`config.mk`:
```
export PLATFORM = sky130hd
export DESIGN_NAME = commit_bus_arbiter
export DESIGN_NICKNAME = d
export VERILOG_FILES = /design/src/rtl/commit_bus_arbiter_pkg.sv /design/src/rtl/commit_bus_arbiter_rr_priority_encoder.sv /design/src/rtl/commit_bus_arbiter.sv
export SDC_FILE = /design/constraint.sdc
export NUM_CORES = 1
export LEC_CHECK = 0
export CAP_MARGIN = 40
export CORE_AREA = 4 4 389 391
export DETAILED_ROUTE_END_ITERATION = 8
export DIE_AREA = 0 0 393 395
export SLEW_MARGIN = 20
export SYNTH_ARGS = -nofsm -noshare
export SYNTH_HDL_FRONTEND = slang
export SYNTH_HIERARCHICAL = 1
export SYNTH_SLANG_ARGS = --single-unit
```
`constraint.sdc`:
```
create_clock -name Clock -period 4.8 [get_ports Clock]
set_clock_uncertainty 0.2 [all_clocks]
set_input_delay 0.48 -clock Clock [delete_from_list [all_inputs] [get_ports Clock]]
set_output_delay 0.48 -clock Clock [all_outputs]
set_load 0.03 [all_outputs]
```
`src/rtl/commit_bus_arbiter_pkg.sv`:
```
// Shared commit-bus definitions: packet geometry and field positions.
// The arbiter never looks inside a packet; field positions are here for its consumers.
package commit_bus_arbiter_pkg;

    localparam int COMMIT_RSID_W = 4;
    localparam int COMMIT_DST_W  = 7;
    localparam int COMMIT_DATA_W = 32;

    localparam int COMMIT_PACKET_SIZE     = COMMIT_RSID_W + 1 + COMMIT_DST_W + 3 * COMMIT_DATA_W;
    localparam int MOD_COMMIT_PACKET_SIZE = COMMIT_PACKET_SIZE + 1;
    localparam int COMMIT_VALID_BIT       = MOD_COMMIT_PACKET_SIZE - 1;

    // Field layout, MSB first: {RSID, WE, DST, X, Y, Z}
    localparam int COMMIT_Z_LSB    = 0;
    localparam int COMMIT_Y_LSB    = COMMIT_Z_LSB + COMMIT_DATA_W;
    localparam int COMMIT_X_LSB    = COMMIT_Y_LSB + COMMIT_DATA_W;
    localparam int COMMIT_DST_LSB  = COMMIT_X_LSB + COMMIT_DATA_W;
    localparam int COMMIT_WE_BIT   = COMMIT_DST_LSB + COMMIT_DST_W;
    localparam int COMMIT_RSID_LSB = COMMIT_WE_BIT + 1;

endpackage

```
`src/rtl/commit_bus_arbiter_rr_priority_encoder.sv`:
```
// Combinational round-robin priority encoder: first set request at or after
// the pointer, wrapping modulo the vector width.
module rr_priority_encoder #(
    parameter int NUM_STATIONS = 8,
    parameter int PTR_W        = 3
) (
    input  logic [NUM_STATIONS-1:0] iRequest,
    input  logic [PTR_W-1:0]        iPointer,
    output logic [PTR_W-1:0]        oWinner,
    output logic                    oFound
);

    logic [PTR_W:0]   sum;
    logic [PTR_W-1:0] idx;

    always_comb begin
        oWinner = '0;
        oFound  = 1'b0;
        sum     = '0;
        idx     = '0;
        for (int k = 0; k < NUM_STATIONS; k++) begin
            sum = {1'b0, iPointer} + (PTR_W+1)'(k);
            if (sum >= (PTR_W+1)'(NUM_STATIONS)) begin
                sum = sum - (PTR_W+1)'(NUM_STATIONS);
            end
            idx = sum[PTR_W-1:0];
            if (!oFound && iRequest[idx]) begin
                oWinner = idx;
                oFound  = 1'b1;
            end
        end
    end

endmodule

```
`src/rtl/commit_bus_arbiter.sv`:
```
// Round-robin commit bus arbiter: one registered grant pulse and bus broadcast
// per cycle, chosen among stations whose request is not already being granted.
module commit_bus_arbiter
    import commit_bus_arbiter_pkg::*;
#(
    parameter int NUM_STATIONS = 8,
    parameter int PTR_W        = 3
) (
    input  logic                                       Clock,
    input  logic                                       Reset,
    input  logic [NUM_STATIONS-1:0]                    iCommitRequest,
    input  logic [NUM_STATIONS*COMMIT_PACKET_SIZE-1:0] iCommitData,
    input  logic                                       iStall,
    output logic [NUM_STATIONS-1:0]                    oCommitGranted,
    output logic [MOD_COMMIT_PACKET_SIZE-1:0]          oCommitBus,
    output logic [PTR_W-1:0]                           oArbPointer
);

    logic [PTR_W-1:0]        rrPtr;
    logic [NUM_STATIONS-1:0] eligible;
    logic [PTR_W-1:0]        winner;
    logic                    found;
    logic [NUM_STATIONS-1:0] winnerOneHot;
    logic [PTR_W-1:0]        ptrNext;
    logic                    doGrant;

    // A station being granted this cycle still holds its request; mask it.
    assign eligible = iCommitRequest & ~oCommitGranted;

    rr_priority_encoder #(
        .NUM_STATIONS (NUM_STATIONS),
        .PTR_W        (PTR_W)
    ) uEncoder (
        .iRequest (eligible),
        .iPointer (rrPtr),
        .oWinner  (winner),
        .oFound   (found)
    );

    assign doGrant = found && !iStall;

    always_comb begin
        winnerOneHot         = '0;
        winnerOneHot[winner] = 1'b1;
        if (winner == PTR_W'(NUM_STATIONS - 1)) begin
            ptrNext = '0;
        end else begin
            ptrNext = winner + 1'b1;
        end
    end

    always_ff @(posedge Clock) begin
        if (!Reset) begin
            rrPtr          <= '0;
            oCommitGranted <= '0;
            oCommitBus     <= '0;
        end else if (doGrant) begin
            rrPtr          <= ptrNext;
            oCommitGranted <= winnerOneHot;
            oCommitBus     <= {1'b1, iCommitData[winner*COMMIT_PACKET_SIZE +: COMMIT_PACKET_SIZE]};
        end else begin
            oCommitGranted                <= '0;
            oCommitBus[COMMIT_VALID_BIT]  <= 1'b0;
        end
    end

    assign oArbPointer = rrPtr;

endmodule

```
### After elaboration in Yosys (flattened, before gate mapping)

Index checks and enable logic that the tools add are counted.

* add/sub/neg operators: 16
* multipliers: 1
* divide/modulo/power cells: 0
* magnitude comparators: 18
* equal/unequal tests: 1
* shift operators: 1
* muxes and demuxes: 44
* bitwise operators: 2
* reductions and logical operators: 18

Operators by type and width (count)
* indexed part select 864 x 11 -> 108 bit: 1
* 2-to-1 mux 3 bit: 17
* less-than comparator 3 x 4 -> 1 bit (second input constant): 9
* >= comparator 4 bit (second input constant): 7
* binary-select mux 1 bit (select 3 bit): 8
* subtractor 3 x 1 -> 3 bit (second input constant): 8
* 2-to-1 mux 1 bit: 18
* adder 3 x 3 -> 4 bit (second input constant): 4
* logical AND 1 bit: 9
* adder 3 x 2 -> 4 bit (second input constant): 2
* bitwise AND 8 bit: 1
* logical NOT 1 bit: 8
* multiplier 3 x 5 -> 8 bit (second input constant): 1
* NOT 8 bit: 1
* adder 3 x 1 -> 4 bit (second input constant): 1
* >= comparator 3 x 4 -> 1 bit (second input constant): 1
* adder 3 x 1 -> 3 bit (second input constant): 1
* demux 1 bit (select 3 bit): 1
* == test 3 bit (second input constant): 1
* >= comparator 3 x 1 -> 1 bit (second input constant): 1
* AND reduction 2 bit: 1

* bits in registers: 120
* bits in latches: 0
* bits in writable memories: 0
* ROM bits: 0
* input port bits: 875
* word-level logic and storage cells: 105
* memories kept: 0

### Logic depth before layout (Yosys ltp)

* word-level depth: 30
* depth in mapped cells: 19

### Modules after synthesis

The synthesis kept the hierarchy.

By module, submodules not included
* commit_bus_arbiter: times used 1, cells each 1278, area each 11016.8 um2, sequential area each 2402.3 um2
* rr_priority_encoder: times used 1, cells each 110, area each 983.4 um2, sequential area each 0.0 um2

### Worst setup path after synthesis

No wires, ideal clock.

* path type: reg-to-reg
* start point: register rrPtr[1], in the netlist oArbPointer[1]
* end point: register oCommitBus[53]
* library setup time: 119 ps
* arrival: 4544 ps
* data required time: 4481 ps
* setup slack: -63 ps
* stages on the path, launching flop included: 19
* clock period less this slack: 4863 ps
* cells stage by stage: dfxtp_1 > clkbuf_1 > clkbuf_1 > inv_1 > ha_1 > buf_2 > mux2_2 > a222oi_1 > a22oi_1 > and2_1 > a311o_1 > a32oi_1 > buf_6 > buf_6 > buf_2 > mux2_2 > a22oi_1 > nor2_1 > o221a_2

* longest elaborated chain between the ends: 28

RTL lines
* start, declared: line commit_bus_arbiter.sv:19 `logic [PTR_W-1:0] rrPtr;`
* start signal, assigned: line commit_bus_arbiter.sv:58 `rrPtr <= ptrNext;`
* branches (longest 25 deep; another with adder 3 x 1 -> 4 bit)
* 2-to-1 mux 3 bit (*): line commit_bus_arbiter_rr_priority_encoder.sv:27 `if (!oFound && iRequest[idx]) begin`
* via winner[2]: line commit_bus_arbiter.sv:21 `logic [PTR_W-1:0] winner;`
* multiplier 3 x 5 -> 8 bit (*): line commit_bus_arbiter.sv:60 `oCommitBus <= {1'b1, iCommitData[winner*COMMIT_PACKET_SIZE +: COMMIT_PACKET_SIZE]};`
* indexed part select 864 x 11 -> 108 bit (*): line commit_bus_arbiter.sv:60
* end signal, assigned: line commit_bus_arbiter.sv:60
* end, declared: line commit_bus_arbiter.sv:15 `output logic [MOD_COMMIT_PACKET_SIZE-1:0] oCommitBus,`

Mark *: on every way through the listed nets, which the timed path passes. The select of a mux whose other input is x is not followed.
A chain may end at the register's enable or synchronous reset.

### Worst setup path in the final report

* start point: register rrPtr[1], in the netlist oArbPointer[1]
* end point: register oCommitBus[76]

Same word-level chain as after synthesis.

==> run_results.csv <==
group,metric,value,unit
floorplanning,start_util,0.0814,
clock_tree,cts_sinks,120,
timing,hold_viol,0,
floorplanning,placementRows,141,
pwr,comb_power_share,0.870,
timing,fin_setup_tns,0,ps
pwr,switching_share,0.545,
routing,wl_met2,68500,um
synth,yosysWarnings,6,
final_layout,layout_common_cells,"993 x clkdlybuf4s50_1, 154 x buf_4, 140 x a21oi_1, 125 x mux2_2, 120 x dfxtp_1",
pwr,power_density,908,mW/mm^2
floorplanning,die_w,393,um
worst_setup_path,crit_fanout,19,
worst_setup_path,crit_path_top_delay_cell,"a222oi_1",
global_routing,grt_use_total,0.182,
final_layout,drive_gt1_frac,0.198,
synth,synth_area,0.0120,mm^2
placed_design,post_dp_cell_area,0.0257,mm^2
synth,avgSynthCellArea,8.65,um^2
worst_setup_path,path_class,"reg -> reg",
timing,max_freq,215,MHz
clock_tree,clk_latency,520,ps
worst_setup_path,arrival,4830,ps
worst_hold_path,hp-start,"Reset",
routing,routed_wl,149000,um
pwr,switchingPower,13.1,mW
clock_tree,cts_buffers,17,
flow_run,drv_cap,0,
synth,synth_top_area_share,0.200,
global_routing,grt_max_degree,57,
final_layout,layout_commonest_cell,"clkdlybuf4s50_1",
pwr,leakagePower,9.23,nW
clock_tree,cts_tree,"done",
pwr,clkPwrFrac,0.061,
worst_setup_path,endpoint_kind,"flop",
synth,synthCells,1388,
synth,synth_edf_count,0,
clock_tree,cts_buffer_depth,2,
floorplanning,die_area,0.155,mm^2
routing,drt_iter0_drc,1585,
routing,viasPerCell,4.03,
routing,ant_nets,0,
worst_setup_path,r2r_end,"oCommitBus[76]",
worst_setup_path,slowest_delay,480,ps
worst_setup_path,start_kind,"flop",
timing,drv_slew,0,
final_layout,area_delta_synth_final,121,%
floorplanning,num_io_pins,995,
floorplanning,core,0.147,mm^2
placed_design,port_buffers,994,
timing,period_needed,4650,ps
worst_setup_path,r2r_start,"oArbPointer[1]",
routing,highest_layer,"met5",
placed_design,place_congestion,0.988,
placed_design,hpwl,129000,um
routing,wl_met3,14800,um
final_layout,nNetsFinal,3328,
final_layout,fill_cells,16517,
routing,drc,0,
clock_tree,htree_num_levels,4,
final_layout,instances_no_fill,4434,
synth,ys_types,64,
routing,via_count,17881,
pwr,peakVddDrop,0.491,mV
worst_setup_path,cp_common_cell,"buf_4",
synth,synth_seq_cells,120,
timing,min_period_over_period,0.969,
routing,wl_met1,60400,um
clock_tree,cts-hold-fix-buffers,0,
timing,finalSetupViolCount,0,
pwr,internal_power,10.9,mW
global_routing,overflow,0,
timing,maxSlewHeadroom,0.507,
timing,tightestPinTransition,737,ps
synth,ys.flop_type,"dfxtp_1",
synth,yosys.area.top_type,"dfxtp_1",
worst_setup_path,crit_buf_inv,5,
worst_setup_path,critical_path.cell_chain,"buf_4 -> ha_1 -> mux2_2 -> a222oi_1 -> a22oi_2 -> and2_1 -> a311o_1 -> a32oi_4 -> buf_12 -> buf_12 -> buf_4 -> mux2i_2 -> buf_4 -> nor2_1 -> a21oi_1 -> a31oi_1",
pwr,seqPwrFrac,0.069,
floorplanning,die_y,395,um
synth,async_flop_share,0,
timing,holdWs,150,ps
final_layout,final_area,0.0265,mm^2
routing,drt_pass1_iterations,5,
worst_setup_path,cpLargestDelayFamily,"compound AO/OA/AOI/OAI gates",
global_routing,grt_pass1_vias,17831,
synth,yosys-top-cells-area,"dfxtp_1 20%, mux2_2 12%, mux2i_1 9.5%",
worst_hold_path,hp-class,"in -> reg",
worst_setup_path,reg2reg_depth,16,
global_routing,grt_pass1_wl,185000,um
run_status,status,"finished clean",
worst_hold_path,whs_path_depth,3,
routing,wl_per_cell,33.6,um
worst_setup_path,crit_required,4980,ps
synth,synth_nets,2267,
worst_hold_path,whs_endpoint,"oCommitBus[12]",
clock_tree,path_clk_slew,80,ps
worst_setup_path,crit_start,"oArbPointer[1]",
global_routing,antenna_found_initial,127,
clock_tree,cts-root-buf,"clkbuf_16",
placed_design,place_inst,4357,
synth,ys_seq_area_frac,0.200,
worst_setup_path,r2r_slack,150,ps
-- repair_timing --
action                     CTS  global route
setup buffers                1             2
hold endpoints to repair     0             0
gates resized for setup      7            19
pin swaps                    1             2
setup endpoints to repair    6            44
cloned                       0             0
-- logic make-up after synthesis --
group / count (synthesis) / synth area share
XOR/XNOR: 3 / 0.00219
AO/OA/AOI/OAI: 634 / 0.389
flip-flops: 120 / 0.200
multiplexers: 258 / 0.243
adder cells (fa/ha/maj): 4 / 0.00417
buffers and inverters: 169 / 0.0799
AND/OR/NAND/NOR: 200 / 0.0824
-- cell type report --
cell class                 instances  area [um^2]  area share
inverter                          10         37.5     0.00142
clock inverter                    12          118     0.00444
clock buffer                      19          453      0.0171
tap                             1930         2410      0.0911
multi-input combinational       1099         8830       0.333
antenna                           43          108     0.00406
timing repair buffer            1201        12200       0.458
sequential                       120         2400      0.0906
-- routing by layer --
layer / global-route usage / vias up
li1: - / 7674
met5: 0 / -
met3: 0.0678 / 258
met2: 0.297 / 1162
met4: 0.0544 / 70
met1: 0.222 / 8717
-- worst reg2reg max path, delay by kind of cell, from the launching register on --
kind / cells / cell delay, ps
muxes: 2 / 710
AOI/OAI and AO/OA: 6 / 1520
DFF: 1 / 330
buffers and inverters: 5 / 1190
and+or+nand+nor: 2 / 250
adders and majority gates: 1 / 340
-- worst max-delay path by stage --
stage / endpoint / slack (ps) / cells past startpoint
3_5_place_dp: oCommitBus[66] / -480 / 14
4_1_cts: oCommitBus[101] / 30 / 16
6_report: oCommitBus[76] / 150 / 16
2_1_floorplan: oCommitBus[53] / 40 / 18
3_3_place_gp: oCommitBus[69] / -430 / 14
5_1_grt: oCommitBus[101] / -20 / 16
-- synth_stat cells, types with 20 or more instances --
master	n
nor2_1	58
mux2_2	125
buf_2	66
mux2i_1	114
or2_0	20
buf_6	20
o221a_2	32
dfxtp_1	120
o211ai_1	33
a221oi_1	40
o21ai_0	110
a221o_1	20
nand2_1	57
a21oi_1	145
a22o_1	33
clkbuf_1	49
a22oi_1	111
a221oi_2	33
-- through the flow --
stage | power (mW) | util | setup WS (ps)
after CTS | 24.2 | 0.178 | 27.8
after global routing | 25.2 | 0.179 | -19.6
after detailed placement | 22.6 | 0.174 | -479
after floorplan | 12.1 | - | 43.6
final | 24.1 | 0.180 | 151
after global placement | 22.6 | 0.174 | -434
-- state kept, by name, summed over array words and instances (netlist names) --
name            count
oArbPointer         3
oCommitBus        109
oCommitGranted      8
-- power by group through the flow --
stage | Combinational [mW] | Clock (mW) | Sequential (mW)
6_report | 21.0 | 1.47 | 1.65
3_3_place_gp | 20.9 | 0 | 1.66
4_1_cts | 21.1 | 1.54 | 1.64
2_1_floorplan | 9.84 | 0 | 2.27
3_5_place_dp | 20.9 | 0 | 1.65
5_1_grt | 22.0 | 1.55 | 1.68
(Power assumes the default switching activity.)
==> patch (config.mk and constraints unchanged) <==
`NUM_STATIONS` is set to 8 in 2 places; all go to 7.
--- a/src/rtl/commit_bus_arbiter_rr_priority_encoder.sv
+++ b/src/rtl/commit_bus_arbiter_rr_priority_encoder.sv
@@ -2,5 +2,5 @@
 // the pointer, wrapping modulo the vector width.
 module rr_priority_encoder #(
-    parameter int NUM_STATIONS = 8,
+    parameter int NUM_STATIONS = 7,
     parameter int PTR_W        = 3
 ) (
--- a/src/rtl/commit_bus_arbiter.sv
+++ b/src/rtl/commit_bus_arbiter.sv
@@ -4,5 +4,5 @@
     import commit_bus_arbiter_pkg::*;
 #(
-    parameter int NUM_STATIONS = 8,
+    parameter int NUM_STATIONS = 7,
     parameter int PTR_W        = 3
 ) (
Ports: changed (resized iCommitData, iCommitRequest and oCommitGranted); port bits go from 995 to 885. No check against the original RTL was run, so the function may have changed too.
==> patch against the unedited design <==
Sequential cell count decreased by 1. Cell area shrank 3.5%. Count of clock-buffer cells in the layout is 1 lower. Sequential share of layout area up 0.25 points. Final cell count down 0.23%. Die area is the same. Routed wire length decreased by 32%. Hold slack gained 58 ps. Utilization down 0.62 points. Worst setup slack improved by 25 ps. Global-route usage fell by 6.1 points. Synthesized area is 0.92% higher.
Power is left out: the tool's default activity adds up to more than one toggle a clock period on the data nets, which glitch-free logic cannot reach.
==> patch: results (changes against the unedited design) <==
Parameter                              Value

Setup path
  Arrival time worst endpoint ... 4860 ps (+30 ps)
  Slowest cell on the critical path ... a311o_1
  Max stage delay on crit path ... 360 ps (-120 ps)
  Maximum net fanout on the critical path ... 33 (+14)
  R2R cell count ... 19 (+3)
  Worst reg2reg path endpoint ... oCommitBus[34]
  Worst reg-to-reg setup slack ... 180 ps (+30 ps)

GRT
  Global-route usage over all layers ... 12.1% (-6.1 points)
  Number of global-route vias before repair ... 16100 (-9.8%)

Routing
  Drt first pass iters ... 6 (+1)
  Total length of routed wires ... 102000 um (-32%)
  Violation count after the first detailed-routing iteration ... 1225 (-23%)
  Detail-routed via count per cell ... 3.69 (-8.5%)

Place
  Input/output buffers ... 884 (-11%)
  DP Wirelength ... 86200 um (-33%)
  Post-placement cell area ... 24400 um^2 (-4.8%)
  Placer's final routability congestion estimate ... 0.904 (-8.5%)
  Pre-CTS setup slack ... -190 ps (+289 ps)

Synthesis
  Post-synth net total ... 2268 (+0.044%)
  Count of cell types in the netlist ... 75 (+17%)

Worst hold path
  Worst Hold Path EP ... oCommitBus[106]

Timing
  Worst slew margin relative to its limit ... 50.6% (-0.12 points)
  Highest clock frequency the design can meet ... 216 MHz (+0.55%)

Status
  Run status ... finished clean

Finish
  Count of nets after finishing ... 3249 (-2.4%)
  Share of cells above drive strength 1 ... 13.9% (-5.9 points)
  Number of fill cells ... 16500 (+0.16%)

Clock network
  Worst-Skew Late Latency ... 490 ps (-30 ps)
[patch: cell types whose count changed after synthesis, moves of 98 or more]
cell	change
mux2i_1	+228
mux2_2	-122
o21ai_0	+112
nand3b_1	+109
a22oi_1	-108
o22ai_1	+98
[patch: layout make-up]
type	count	area, um^2	share of cell area (%)
repair buffers	1126	11300	44.0
multi-input cells	1192	8870	34.7
well taps	1930	2410	9.44
flip-flops and latches	119	2380	9.31
clock buffers	18	439	1.72
clock inverters	14	141	0.552
inverters	14	52.6	0.205
diodes	11	27.5	0.108
[patch: what timing repair did]
item                       CTS  global route
gates cloned                 0             6
hold buffers                 0             0
buffers inserted             0            13
setup endpoints to repair    1            96
pin swaps                    0             2
resized for setup            1            59
[patch: routing by layer]
layer  track usage [%]  up-vias  part of all wire, %
met1              15.1     7763                   42
met5                 0        -                 0.11
li1                  -     7624                    -
met4              3.23       18                  2.1
met2              20.1      808                   47
met3              3.68      105                  9.2
[patch: worst max path at each step]
stage,from,to
3_5_place_dp,iCommitRequest[0],oCommitBus[105]
5_1_grt,oArbPointer[1],oCommitBus[40]
6_report,oArbPointer[1],oCommitBus[34]
3_3_place_gp,iCommitRequest[0],oCommitBus[105]
4_1_cts,oArbPointer[1],oCommitBus[35]
2_1_floorplan,oArbPointer[1],oCommitBus[16]
[patch: worst reg2reg max path, cell delays in order, from the launching register on]
cell,delay [ps]
dfxtp_2,340
buf_4,140
ha_1,170
inv_1,60
ha_1,330
mux2i_4,270
mux2i_1,270
mux2i_1,130
mux2i_2,260
buf_4,160
a211oi_1,40
a311o_1,360
a221oi_1,360
o22ai_4,150
or2_4,330
buf_12,180
buf_4,250
o22ai_1,340
a21oi_1,70
a21oi_1,160
[patch: kinds of logic after synthesis]
family / Yosys count / share of synthesized area, %
compound gates: 619 / 29.0
simple gates: 204 / 10.9
xor+xnor: 8 / 0.796
flops: 119 / 19.7
buf+inv: 178 / 9.18
fa+ha+maj: 13 / 1.41
mux: 348 / 29.0
[patch: metrics by stage]
stage / setup TNS [ps] / hold WS (ps) / cells / util (%)
final: 0 / 208 / 4424 / 17.4
after global routing: -333 / 190 / 4418 / 17.3
after CTS: 0 / 166 / 4394 / 17.0
after detailed placement: -194 / 314 / 4362 / 16.6
after global placement: -672 / 303 / 4360 / 16.6
after floorplan: 0 / 446 / 1489 / -
